File: config.mk
export PLATFORM = sky130hd
export DESIGN_NAME = hamming_pipe_codec
export DESIGN_NICKNAME = d
export VERILOG_FILES = /design/src/rtl/hamming_pkg.sv /design/src/rtl/hamming_parity_gen.sv /design/src/rtl/hamming_pipe_codec.sv
export SDC_FILE = /design/constraint.sdc
export NUM_CORES = 1
export LEC_CHECK = 0
export CAP_MARGIN = 5
export CORE_UTILIZATION = 31
export DETAILED_ROUTE_END_ITERATION = 8
export PLACE_DENSITY = 0.53
export SYNTH_ARGS = -nofsm -noshare
export SYNTH_HDL_FRONTEND = slang
export SYNTH_SLANG_ARGS = --single-unit
File: constraint.sdc
create_clock -name clk -period 2.1 [get_ports clk]
set_input_delay 0.315 -clock clk [delete_from_list [all_inputs] [get_ports clk]]
set_output_delay 0.315 -clock clk [all_outputs]
set_load 0.01 [all_outputs]
File: src/rtl/hamming_pkg.sv
// Shared helpers for the pipelined Hamming codec: position map, widths and
// parameter legality.
package hamming_pkg;

  typedef enum logic [1:0] {
    ERR_NONE,
    ERR_CORRECTED,
    ERR_UNCORR
  } err_status_e;

  function automatic bit is_pow2(input int unsigned p);
    return (p != 0) && ((p & (p - 1)) == 0);
  endfunction

  function automatic int unsigned cw_width(input int unsigned data_w, input int unsigned par_w);
    return data_w + par_w;
  endfunction

  function automatic int unsigned tw_width(input int unsigned data_w, input int unsigned par_w,
                                           input int unsigned secded);
    return data_w + par_w + secded;
  endfunction

  function automatic bit par_w_legal(input int unsigned data_w, input int unsigned par_w);
    int unsigned one;
    one = 1;
    return (par_w < 31) && ((one << par_w) >= (data_w + par_w + 1));
  endfunction

  // Data index -> codeword bit (position - 1), skipping power-of-two parity slots.
  function automatic int unsigned data_pos(input int unsigned idx);
    int unsigned n;
    int unsigned pos;
    n   = 0;
    pos = 0;
    for (int unsigned p = 1; p <= idx + 34; p++) begin
      if (!is_pow2(p)) begin
        if (n == idx) pos = p - 1;
        n++;
      end
    end
    return pos;
  endfunction

  // Inverse of data_pos for a non-power-of-two position p (1-based).
  function automatic int unsigned data_index(input int unsigned p);
    return p - 1 - $clog2(p + 1);
  endfunction

endpackage

File: src/rtl/hamming_parity_gen.sv
// Hamming parity/syndrome generator: bit k is the XOR of every codeword
// position (1-based) whose index has bit k set.
module hamming_parity_gen #(
  parameter int unsigned CW    = 11,
  parameter int unsigned PAR_W = 4
) (
  input  logic [CW-1:0]    cw,
  output logic [PAR_W-1:0] par
);

  always_comb begin
    par = '0;
    for (int unsigned k = 0; k < PAR_W; k++) begin
      for (int unsigned p = 1; p <= CW; p++) begin
        if (((p >> k) & 32'd1) != 0) par[k] = par[k] ^ cw[p-1];
      end
    end
  end

endmodule

File: src/rtl/hamming_pipe_codec.sv
// Three-stage Hamming channel model: register input, encode + inject error
// mask, then decode/correct with valid/ready backpressure and error counters.
module hamming_pipe_codec
  import hamming_pkg::*;
#(
  parameter int unsigned DATA_W = 7,
  parameter int unsigned PAR_W  = 4,
  parameter int unsigned SECDED = 0,
  parameter int unsigned CNT_W  = 16
) (
  input  logic                            clk,
  input  logic                            reset_n,
  input  logic                            in_valid,
  output logic                            in_ready,
  input  logic [DATA_W-1:0]               in_data,
  input  logic [DATA_W+PAR_W+SECDED-1:0]  in_err_mask,
  output logic                            out_valid,
  input  logic                            out_ready,
  output logic [DATA_W-1:0]               out_data,
  output logic [PAR_W-1:0]                out_syndrome,
  output logic                            out_corrected,
  output logic                            out_uncorrectable,
  input  logic                            cnt_clr,
  output logic [CNT_W-1:0]                cnt_corrected,
  output logic [CNT_W-1:0]                cnt_uncorr
);

  localparam int unsigned CW = cw_width(DATA_W, PAR_W);
  localparam int unsigned TW = tw_width(DATA_W, PAR_W, SECDED);
  localparam logic [PAR_W-1:0] CW_SYN = PAR_W'(CW);

  if (!par_w_legal(DATA_W, PAR_W)) begin : g_bad_par
    $error("hamming_pipe_codec: PAR_W too small for DATA_W");
  end

  logic adv;
  assign adv      = !out_valid || out_ready;
  assign in_ready = adv;

  // ---------------- S1: input capture
  logic              s1_valid;
  logic [DATA_W-1:0] s1_data;
  logic [TW-1:0]     s1_mask;

  always_ff @(posedge clk or negedge reset_n) begin
    if (!reset_n) begin
      s1_valid <= 1'b0;
      s1_data  <= '0;
      s1_mask  <= '0;
    end else if (adv) begin
      s1_valid <= in_valid;
      s1_data  <= in_data;
      s1_mask  <= in_err_mask;
    end
  end

  // ---------------- S2: encode and inject errors
  logic [CW-1:0]    cw_base;
  logic [CW-1:0]    cw_enc;
  logic [PAR_W-1:0] enc_par;
  logic [TW-1:0]    tx_word;

  for (genvar p = 0; p < CW; p++) begin : g_place
    localparam int unsigned P1 = p + 1;
    if (is_pow2(P1)) begin : g_par
      assign cw_base[p] = 1'b0;
      assign cw_enc[p]  = enc_par[$clog2(P1)];
    end else if (data_index(P1) < DATA_W) begin : g_dat
      assign cw_base[p] = s1_data[data_index(P1)];
      assign cw_enc[p]  = cw_base[p];
    end else begin : g_pad
      assign cw_base[p] = 1'b0;
      assign cw_enc[p]  = 1'b0;
    end
  end

  hamming_parity_gen #(.CW(CW), .PAR_W(PAR_W)) u_enc_par (
    .cw  (cw_base),
    .par (enc_par)
  );

  if (SECDED != 0) begin : g_tx_ded
    assign tx_word = {^cw_enc, cw_enc};
  end else begin : g_tx_sec
    assign tx_word = cw_enc;
  end

  logic          s2_valid;
  logic [TW-1:0] s2_cw;

  always_ff @(posedge clk or negedge reset_n) begin
    if (!reset_n) begin
      s2_valid <= 1'b0;
      s2_cw    <= '0;
    end else if (adv) begin
      s2_valid <= s1_valid;
      s2_cw    <= tx_word ^ s1_mask;
    end
  end

  // ---------------- S3: syndrome, correction, flags
  logic [CW-1:0]     rx_cw;
  logic [PAR_W-1:0]  syn;
  logic              ov_err;
  logic              flip_en;
  logic [CW-1:0]     flip_mask;
  logic [CW-1:0]     fixed_cw;
  logic [DATA_W-1:0] dec_data;
  err_status_e       status;

  assign rx_cw = s2_cw[CW-1:0];

  hamming_parity_gen #(.CW(CW), .PAR_W(PAR_W)) u_syn (
    .cw  (rx_cw),
    .par (syn)
  );

  if (SECDED != 0) begin : g_ov_ded
    assign ov_err = ^s2_cw;
  end else begin : g_ov_sec
    assign ov_err = 1'b0;
  end

  // Overall-parity mismatch marks an odd error count; syndrome 0 then points at the overall bit.
  always_comb begin
    status  = ERR_NONE;
    flip_en = 1'b0;
    if (ov_err) begin
      if (syn > CW_SYN) begin
        status = ERR_UNCORR;
      end else begin
        status  = ERR_CORRECTED;
        flip_en = (syn != '0);
      end
    end else if (syn != '0) begin
      if ((SECDED == 0) && (syn <= CW_SYN)) begin
        status  = ERR_CORRECTED;
        flip_en = 1'b1;
      end else begin
        status = ERR_UNCORR;
      end
    end
  end

  for (genvar p = 0; p < CW; p++) begin : g_flip
    assign flip_mask[p] = flip_en && (syn == PAR_W'(p + 1));
  end

  assign fixed_cw = rx_cw ^ flip_mask;

  for (genvar i = 0; i < DATA_W; i++) begin : g_extract
    assign dec_data[i] = fixed_cw[data_pos(i)];
  end

  always_ff @(posedge clk or negedge reset_n) begin
    if (!reset_n) begin
      out_valid         <= 1'b0;
      out_data          <= '0;
      out_syndrome      <= '0;
      out_corrected     <= 1'b0;
      out_uncorrectable <= 1'b0;
    end else if (adv) begin
      out_valid         <= s2_valid;
      out_data          <= dec_data;
      out_syndrome      <= syn;
      out_corrected     <= (status == ERR_CORRECTED);
      out_uncorrectable <= (status == ERR_UNCORR);
    end
  end

  // ---------------- error counters
  logic out_xfer;
  assign out_xfer = out_valid && out_ready;

  always_ff @(posedge clk or negedge reset_n) begin
    if (!reset_n) begin
      cnt_corrected <= '0;
      cnt_uncorr    <= '0;
    end else if (cnt_clr) begin
      cnt_corrected <= '0;
      cnt_uncorr    <= '0;
    end else if (out_xfer) begin
      if (out_corrected && (cnt_corrected != '1))
        cnt_corrected <= cnt_corrected + CNT_W'(1);
      if (out_uncorrectable && (cnt_uncorr != '1))
        cnt_uncorr <= cnt_uncorr + CNT_W'(1);
    end
  end

endmodule

[Word level (Yosys, flattened, before mapping)]
Index checks and enable logic that the tools add are counted.
Storage, ports and cells
  register bits after elaboration: 77
  logic and storage cells: 92
Cells by class
  add/sub/neg operators: 2
  order comparisons: 1
  equality and inequality tests: 15
  multiplexer cells: 10
  bitwise operators: 30
  reduce and logical (&&, ||, !) cells: 22
Operator list (count)
  $mux 16: 6
  $add 16x1->16 const B: 2
  $ne 16x16->1 const B: 2
  $xor 1x1->1: 28
  $xor 11x11->11: 2
  $eq 4x3->1 const B: 4
  $eq 4x4->1 const B: 4
  $logic_and 1x1->1: 14
  $eq 4x2->1 const B: 2
  $reduce_bool 2->1: 3
  $eq 4x1->1 const B: 1
  $le 4x4->1 const B: 1
  $mux 2: 2
  $reduce_and 2->1: 2
  $reduce_bool 4->1: 1
  $eq 2x1->1 const B: 1
  $eq 2x2->1 const B: 1
  $mux 1: 2
  $logic_not 1->1: 1
  $logic_or 1x1->1: 1

[Logic depth before layout (Yosys ltp)]
  word-level depth: 10
  depth in mapped cells: 6

[Hierarchy]
From an unflattened synthesis, not the netlist that was laid out.
Second synthesis, totals
  cells, all modules: 374
  area total of the unflattened synthesis: 4013.8 µm²
Modules (own cells, without submodules)
  hamming_pipe_codec: instances 1, cells each 352, area each 3736.1 µm², seq. area each 1926.8 µm²
  hamming_parity_gen: instances 2, cells each 11, area each 138.9 µm², seq. area each 0.0 µm²

[Least setup slack after synthesis]
Ideal clock, no wire load.
  path kind: register -> register
  from: register s2_cw[10] (netlist: rx_cw[10])
  to: register out_data[5]
  arrival: 1.711 ns
  data required time: 1.963 ns
  slack: 0.252 ns
  stages on the path, launching flop included: 6
  path through: dfrtp_1 > xnor3_2 > xnor2_4 > nor4b_1 > xnor2_1 > a21oi_1
Between the ends
  cells in the longest elaborated chain, start to end: 6
RTL lines
  start, declared: RTL line hamming_pipe_codec.sv:89  | logic [TW-1:0] s2_cw;
  start signal, assigned: RTL line hamming_pipe_codec.sv:97  | s2_cw <= tx_word ^ s1_mask;
  $xor 1x1->1: RTL line hamming_parity_gen.sv:15  | if (((p >> k) & 32'd1) != 0) par[k] = par[k] ^ cw[p-1];
  $le 4x4->1: RTL line hamming_pipe_codec.sv:136  | if ((SECDED == 0) && (syn <= CW_SYN)) begin
  $mux 1: RTL line hamming_pipe_codec.sv:136
  $mux 1: RTL line hamming_pipe_codec.sv:135  | end else if (syn != '0) begin
  $logic_and 1x1->1 *: RTL line hamming_pipe_codec.sv:146  | assign flip_mask[p] = flip_en && (syn == PAR_W'(p + 1));
  $xor 11x11->11 *: RTL line hamming_pipe_codec.sv:149  | assign fixed_cw = rx_cw ^ flip_mask;
  end signal, assigned: RTL line hamming_pipe_codec.sv:164  | out_data <= dec_data;
  end, declared: RTL line hamming_pipe_codec.sv:19  | output logic [DATA_W-1:0] out_data,
Every way passes the cells marked *; elsewhere a longest branch is shown, timed or not.
A chain may end at the register's enable or synchronous reset.

[Final worst setup path]
  from: input port out_ready
  to: output port in_ready
Between the ends
  cells in the longest elaborated chain, start to end: 1
RTL lines
  start, declared: RTL line hamming_pipe_codec.sv:18  | input logic out_ready,
  $logic_or 1x1->1: RTL line hamming_pipe_codec.sv:37  | assign adv = !out_valid || out_ready;
  end, declared: RTL line hamming_pipe_codec.sv:14  | output logic in_ready,
No other way between the ends.

==> flow_summary.ini <==
[timing]
slew_violations = 0
timing.final.crit_period_ns = 2.00
timing.slew.headroom = 0.666
rsz0062_at_grt = false
final-hold-violation-count = 0
finClkSkew_ns = 0.0118
timing.setup.tns_ns = 0
fin_ws_ns = 0.0970
worst_pin_slew_ns = 0.499
finalCritPeriodShare = 0.954
timing.fmax_mhz = 499
finalSetupViolCount = 0

[layout]
num-fill-cells = 1190
antenna-diode-count = 0
drive_above_1_share = 0.145
area_growth_pct = 33.7
layout.nets = 462
design_area_sq_mm = 0.00509

[power]
clkPwrFrac = 0.228
internal_power_w = 0.00416
power_density_mw_per_mm2 = 1260
p_leak_nw = 2.03
power.total_w = 0.00643
p_comb_frac = 0.445
peakVddDrop_mv = 0.698
switching_share = 0.353
seqPwrFrac = 0.327
p_sw_w = 0.00227

[critical_path]
worstPathMaxFanout = 4
crit_slowest_cell = clkdlybuf4s50_1
timing.rr.start = rx_cw[2]$_DFFE_PN0P_
crit_path_frequent_cell = clkdlybuf4s50_1
rr_worst_depth = 5
crit_path_start_kind = input port
criticalPathCategory = in -> out
critPathLaunch = out_ready
critPathMaxStageDelay_ns = 0.58
cp-end-kind = output port
crit_arrival_ns = 1.69
reg2reg_to = out_data[1]$_DFFE_PN0P_
reg2reg_slack_ns = 0.15
path_cells = clkdlybuf4s50_1 -> buf_4 -> nand2b_2 -> clkdlybuf4s50_1
worstPathRequired_ns = 1.78

[detailed_routing]
drc = 0
drtAntennaViolNets = 0
via_per_inst = 4.73
first_pass_iters = 4
drt-initial-drc-count = 76
vias = 2788
routedWlPerCell_um = 13.7
wl_um = 8070

[logic_synthesis]
netlist_area_sq_mm = 0.00381
yosysTopAreaCell = dfrtp_1
async_flop_share = 1.00
yosysSeqAreaShare = 0.506
synth.ff_latch_count = 77
avgSynthCellArea_sq_um = 10.9
synth_flop_cell = dfrtp_1
ys_warn_count = 0
synth_nets = 376
synth_edf_count = 0
synth.distinct_cells = 43
netlist_instances = 351
yosysTopAreaCellShare = 0.506
yosys-top-cells-area = dfrtp_1 51%, xnor2_1 9.0%, mux2_2 5.9%

[die]
rows = 40
die_x_um = 113
dieArea_sq_mm = 0.0127
core_sq_mm = 0.0120
start_util = 0.317
ioPinCount = 70
die_h_um = 113

[global_routing]
grt_usage = 0.135
grt_max_degree = 56
grt_antenna_before_repair = 0
grt_pass1_vias = 2790
grt_remaining_overflow = 0
grt_pass1_wl_um = 13600

[placed_design]
placed_area_sq_mm = 0.00478
place_ws_ns = 0.0284
dp_hpwl_um = 5900
io_buffers = 69
routabilityCongestion = 0.797

[clock_network]
htree_levels = 3
cts_setup_buffers = 0
clock_insertion_delay_worst_skew_ns = 0.33
cts_tree = done
clock_sinks = 77
cts_buffer_depth = 2
path_clk_slew_ns = 0.05
numCtsBuffers = 9
cts_root_buffer = clkbuf_16

[worst_hold_path]
hold_end = out_valid$_DFFE_PN0P_
hp-start = s2_valid$_DFFE_PN0P_
hp-class = reg -> reg
hold_path_depth = 1

[outcome]
status = complete, no violations

[run]
drv_cap = 0
-- logic make-up after synthesis --
logic type                 Yosys count  synth area share
AOI/OAI and AO/OA                   47            0.0726
xor gates and xnor gates            67             0.177
adders and majority gates            2           0.00657
buffers and inverters               15            0.0148
DFF                                 77             0.506
muxes                               21            0.0618
and+or+nand+nor                    122             0.161
-- cell usage after synthesis, drive strengths merged, types with 6 or more instances --
cell type,instances
nand2,10
nor4b,7
clkbuf,12
xnor2,42
a21oi,27
o21ai,6
mux2,20
nand3,11
nor2,55
xor2,22
nand4,8
dfrtp,77
-- how the worst max path moves through the flow --
stage	endpoint	cells past startpoint	slack, ns
after detailed placement	cnt_corrected[15]$_DFFE_PN0P_	7	0.03
after CTS	out_data[4]$_DFFE_PN0P_	5	0.06
after floorplan	out_data[5]$_DFFE_PN0P_	5	0.25
final	in_ready	4	0.1
after global placement	cnt_uncorr[11]$_DFFE_PN0P_	6	0.03
after global routing	out_data[2]$_DFFE_PN0P_	5	0.007
-- sequential cells by signal, summed over array words and instances (netlist names) --
register and cells:
out_syndrome 4, rx_cw 11, s2_valid 1, out_valid 1, cnt_corrected 16, out_corrected 1
s1_data 7, out_uncorrectable 1, s1_valid 1, s1_mask 11, cnt_uncorr 16, out_data 7
-- metrics by stage --
stage          cells   util  hold slack, ns
2_1_floorplan    351      -          0.0194
3_3_place_gp     572  0.398           0.317
3_5_place_dp     572  0.398           0.319
4_1_cts          589  0.423           0.466
5_1_grt          589  0.424           0.487
6_report         589  0.424           0.461
-- power by group through the flow --
stage | Clock, W | Combinational (W) | Sequential (W)
2_1_floorplan | 0 | 0.00202 | 0.00214
3_3_place_gp | 0 | 0.00279 | 0.00213
3_5_place_dp | 0 | 0.00283 | 0.00214
4_1_cts | 0.00151 | 0.00285 | 0.00212
5_1_grt | 0.00158 | 0.00316 | 0.00215
6_report | 0.00147 | 0.00286 | 0.00210
-- what timing repair did --
item                       in CTS  in global routing
resized for setup               0                  2
setup endpoints to repair       0                  2
hold buffers                    1                  0
hold endpoints to repair       35                  0
-- cells in the final DEF, fill, tap and decap left out, types with 3 or more instances in the layout --
master	instances
a21oi_1	27
xnor2_1	39
nand4_1	8
nand3_1	11
nor4_1	4
xor2_1	22
nand2_1	10
nor2_1	55
nor3_1	5
buf_4	18
nor4b_1	5
clkdlybuf4s50_1	68
a211oi_1	3
o21ai_0	6
mux2_2	20
and3_1	5
dfrtp_1	77
clkbuf_16	9
-- cell type report --
class / instances / area [sq um] / area share
clock buffers: 11 / 253 / 0.0496
clock inverters: 5 / 33.8 / 0.00664
inverters: 2 / 7.51 / 0.00147
multi-input cells: 259 / 1840 / 0.362
flip-flops and latches: 77 / 1930 / 0.378
well taps: 147 / 184 / 0.0361
repair buffers: 88 / 846 / 0.166
-- worst max-delay path: cells and delay by family --
family,cells,cell delay (ns)
simple gates,1,0.18
buf+inv,3,1.20
-- per-layer routing --
| metal | share of wire | global-route usage | vias to the layer above |
|---|---|---|---|
| met5 | 0 | 0 | - |
| met4 | 0.019 | 0.0542 | 0 |
| met3 | 0.043 | 0.0273 | 11 |
| met2 | 0.46 | 0.210 | 66 |
| met1 | 0.48 | 0.186 | 1319 |
| li1 | - | - | 1392 |
No activity file was read; power rests on OpenSTA's default activity.
